<file path="src/rtl/mux_nx1_stage.sv">
// N-input, WIDTH-bit registered selector with a valid/ready output stage and flush.
// Define MUX_NX1_SEL_CHECK_EN to build the sticky out-of-range select checker (SEL_ERR).
module mux_nx1_stage #(
    parameter int WIDTH = 32,
    parameter int N_IN  = 3,
    localparam int SEL_W = (N_IN > 1) ? $clog2(N_IN) : 1
) (
    input  logic                  CLK,
    input  logic                  RESET,
    input  logic [N_IN*WIDTH-1:0] IN_BUS,
    input  logic [SEL_W-1:0]      SELECT,
    input  logic                  IN_VALID,
    output logic                  IN_READY,
    input  logic                  FLUSH,
    output logic [WIDTH-1:0]      OUT,
    output logic                  OUT_VALID,
    input  logic                  OUT_READY,
    output logic                  SEL_ERR
);

    logic [WIDTH-1:0] outQ, outD;
    logic             outValidQ, outValidD;
    logic [WIDTH-1:0] selData;
    logic             accept;

    // Unmatched select codes fall through to input 0, like the legacy 3:1 mux.
    always_comb begin
        selData = IN_BUS[0 +: WIDTH];
        for (int k = 1; k < N_IN; k++) begin
            if (SELECT == SEL_W'(k)) begin
                selData = IN_BUS[k*WIDTH +: WIDTH];
            end
        end
    end

    assign IN_READY = !outValidQ || OUT_READY;
    assign accept   = IN_VALID && IN_READY && !FLUSH;

    always_comb begin
        outD      = outQ;
        outValidD = outValidQ;
        if (FLUSH) begin
            outValidD = 1'b0;
        end else if (accept) begin
            outD      = selData;
            outValidD = 1'b1;
        end else if (outValidQ && OUT_READY) begin
            outValidD = 1'b0;
        end
    end

    always_ff @(posedge CLK) begin
        if (RESET) begin
            outQ      <= '0;
            outValidQ <= 1'b0;
        end else begin
            outQ      <= outD;
            outValidQ <= outValidD;
        end
    end

    assign OUT       = outQ;
    assign OUT_VALID = outValidQ;

`ifdef MUX_NX1_SEL_CHECK_EN
    logic selErrQ, selErrD;
    logic selOutOfRange;

    // A flush does not hide a bad select code; only the handshake qualifies it.
    assign selOutOfRange = int'(SELECT) >= N_IN;
    assign selErrD       = selErrQ || (IN_VALID && IN_READY && selOutOfRange);

    always_ff @(posedge CLK) begin
        if (RESET) begin
            selErrQ <= 1'b0;
        end else begin
            selErrQ <= selErrD;
        end
    end

    assign SEL_ERR = selErrQ;
`else
    assign SEL_ERR = 1'b0;
`endif

endmodule
</file>
<file path="config.mk">
export PLATFORM = sky130hd
export DESIGN_NAME = mux_nx1_stage
export DESIGN_NICKNAME = d
export VERILOG_FILES = /design/src/rtl/mux_nx1_stage.sv
export SDC_FILE = /design/constraint.sdc
export NUM_CORES = 1
export LEC_CHECK = 0
export CORE_ASPECT_RATIO = 0.6
export CORE_MARGIN = 2
export CORE_UTILIZATION = 37
export DETAILED_ROUTE_END_ITERATION = 8
export GPL_ROUTABILITY_DRIVEN = 0
export PLACE_DENSITY_LB_ADDON = 0.3
export SETUP_SLACK_MARGIN = 0.02
export SLEW_MARGIN = 0
export SYNTH_ARGS = -nofsm -noshare
export SYNTH_HDL_FRONTEND = slang
export SYNTH_SLANG_ARGS = --single-unit
</file>
<file path="constraint.sdc">
create_clock -name CLK -period 1.4 [get_ports CLK]
set_input_delay 0.28 -clock CLK [delete_from_list [all_inputs] [get_ports CLK]]
set_output_delay 0.28 -clock CLK [all_outputs]
set_load 0.05 [all_outputs]
</file>
==> impl_metrics.json <==
{
  "hold_buffers": 0,
  "grt_max_degree": 36,
  "vias": 1969,
  "timing.rr.end": "OUT[5]",
  "slew_violations": 0,
  "path_buf_inv": 3,
  "fin_crit_ns": 1.33,
  "r2r_setup_slack_ns": 0.12,
  "die_x_um": 103,
  "critPathCaptureType": "flip-flop",
  "synth_top_area_share_pct": 44.5,
  "cp_slowest_cell": "clkdlybuf4s50_1",
  "grt_antenna_before_repair": 0,
  "fin_util_pct": 72.7,
  "netlist_area_um2": 2160,
  "crit_path_max_incr_delay_ns": 0.49,
  "drive_above_1_share_pct": 18.7,
  "num_rows": 21,
  "initial_core_util_pct": 38.6,
  "port_buffers": 136,
  "cts_tree": "yes",
  "critPathLaunch": "FLUSH",
  "fp.dieH_um": 63.2,
  "htreeDepth": 2,
  "drc_errors": 0,
  "fin_crit_sh_pct": 94.9,
  "grt_usage_pct": 18.3,
  "setup_viol": 0,
  "fin_skew_ns": 0.00514,
  "final_common_cell": "clkdlybuf4s50_1",
  "clkSinkCount": 33,
  "crit_fanout": 8,
  "diodes": 0,
  "ir_drop_mv": 0.468,
  "cts_root_buf": "clkbuf_8",
  "ios": 138,
  "final_area_um2": 4070,
  "mostFrequentLayoutCells": "clkdlybuf4s50_1, mux2i_1, buf_12, dfxtp_1, a22o_1",
  "reg2reg_depth": 5,
  "clkLatencyLatePin_ns": 0.27,
  "syn_nets": 291,
  "place_area_um2": 3890,
  "cts_max_path_buffers": 2,
  "post-dp-hpwl_um": 4850,
  "cp.required_ns": 1.61,
  "finalSetupTns_ns": 0,
  "hold_viol": 0,
  "clkTransAtPathRegs_ns": 0.06,
  "rr_startpoint": "OUT_VALID",
  "p_leak_nw": 1.83,
  "placedCellCount": 394,
  "drt.antenna.violating_nets": 0,
  "synth.area.top_cells": "mux2i_1, dfxtp_1, a22o_1",
  "grt_pass1_wl_um": 9340,
  "power.density_nw_per_um2": 732,
  "path_class": "in2reg",
  "cp.depth": 5,
  "rsz0062_at_grt": "no",
  "wl_per_cell_um": 15.4,
  "status": "finished clean",
  "synth_cell_type_count": 15,
  "core_area_um2": 5600,
  "hold_ws_ns": 0.360,
  "fin_cells": 406,
  "drt_pre_antenna_iters": 4,
  "layout.nets": 428,
  "clock.fmax_mhz": 752,
  "cp-endpoint": "OUT[5]",
  "worstPathCellList": "clkdlybuf4s50_1, inv_1, a31oi_4, clkbuf_16, a22o_1",
  "avgSynthCellArea_um2": 11.5,
  "area_growth_pct": 88.6,
  "die-area_um2": 6480,
  "numCtsBuffers": 5,
  "drt_wl_total_um": 6260,
  "ys_ff_latch": 33,
  "yosysSeqAreaShare_pct": 30.6,
  "first_global_vias": 2007,
  "synth_top_area_cell": "mux2i_1",
  "worstPathArrival_ns": 1.54,
  "start_kind": "input pin",
  "grt-ovfl-total": 0,
  "hold_class": "in2reg",
  "first_iter_violations": 29,
  "crit_family": "buffers and inverters",
  "fill_cells": 422,
  "synth_cells": 188,
  "vias_per_cell": 4.85,
  "max_cap_violations": 0,
  "ys_warn_count": 0
}
registers in the layout, summed over array words and instances (netlist names):
register	flops
OUT_VALID	1
OUT	32
how the worst min path moves through the flow:
stage               startpoint  cells past startpoint         to
CTS                  SELECT[1]                      4    OUT[16]
global route         OUT_READY                      3  OUT_VALID
detailed placement     OUT[16]                      1    OUT[16]
finish               OUT_READY                      3  OUT_VALID
floorplan             IN_VALID                      2  OUT_VALID
global placement        OUT[3]                      1     OUT[3]
worst register-to-register path: cells and delay by family, from the launching register on:
family,cells,cell delay [ns]
AOI/OAI and AO/OA,2,0.44
DFF,1,0.37
buffers and inverters,2,0.35
and+or+nand+nor,1,0.07
metal layers:
| layer | part of all wire (%) | GRT usage, % |
|---|---|---|
| met1 | 46 | 22.8 |
| met2 | 44 | 30.0 |
| met3 | 10 | 7.55 |
| met4 | 0.34 | 3.00 |
| met5 | 0 | 0 |
report_power, final:
part / switching [mW] / total (mW) / internal (mW)
Combinational: 0.480 / 1.16 / 0.682
Sequential: 0.0598 / 1.05 / 0.994
Clock: 0.321 / 0.765 / 0.444
Total: 0.860 / 2.98 / 2.12
cells in the mapped netlist:
library cell,count
mux2i_1,96
dfxtp_1,33
a22o_1,31
buf_2,6
buf_8,6
buf_6,5
buf_4,2
inv_1,2
a21boi_0,1
a22o_2,1
a31oi_4,1
and3_1,1
conb_1,1
nand2b_4,1
nor2_1,1
final cells by class:
| type | instances | area (µm²) | share of cell area [%] |
|---|---|---|---|
| Sequential cell | 33 | 664 | 16.3 |
| Multi-Input combinational cell | 134 | 1300 | 31.9 |
| Clock inverter | 1 | 5.00 | 0.123 |
| Tap cell | 80 | 100 | 2.46 |
| Clock buffer | 7 | 96.3 | 2.37 |
| Timing Repair Buffer | 149 | 1900 | 46.7 |
| Inverter | 2 | 7.51 | 0.184 |
cell families after synthesis:
family	Yosys count	synth area share, %
mux	96	44.5
buf+inv	21	9.22
compound gates	34	14.4
flops	33	30.6
simple gates	3	1.10
other cells	1	0.174
per-stage QoR:
stage	worst slack [ns]	power, mW
3_3_place_gp	-0.155	2.19
3_5_place_dp	-0.181	2.21
2_1_floorplan	0.0514	1.60
5_1_grt	0.0296	3.12
4_1_cts	0.0468	2.98
6_report	0.0708	2.98
repair_timing:
action,4_1_cts,5_1_grt
gates cloned,0,3
setup endpoints to repair,1,1
buffers inserted,1,1
gates resized for setup,0,2
pin swaps,0,6
Note: power is estimated with default switching activity, not from simulation.
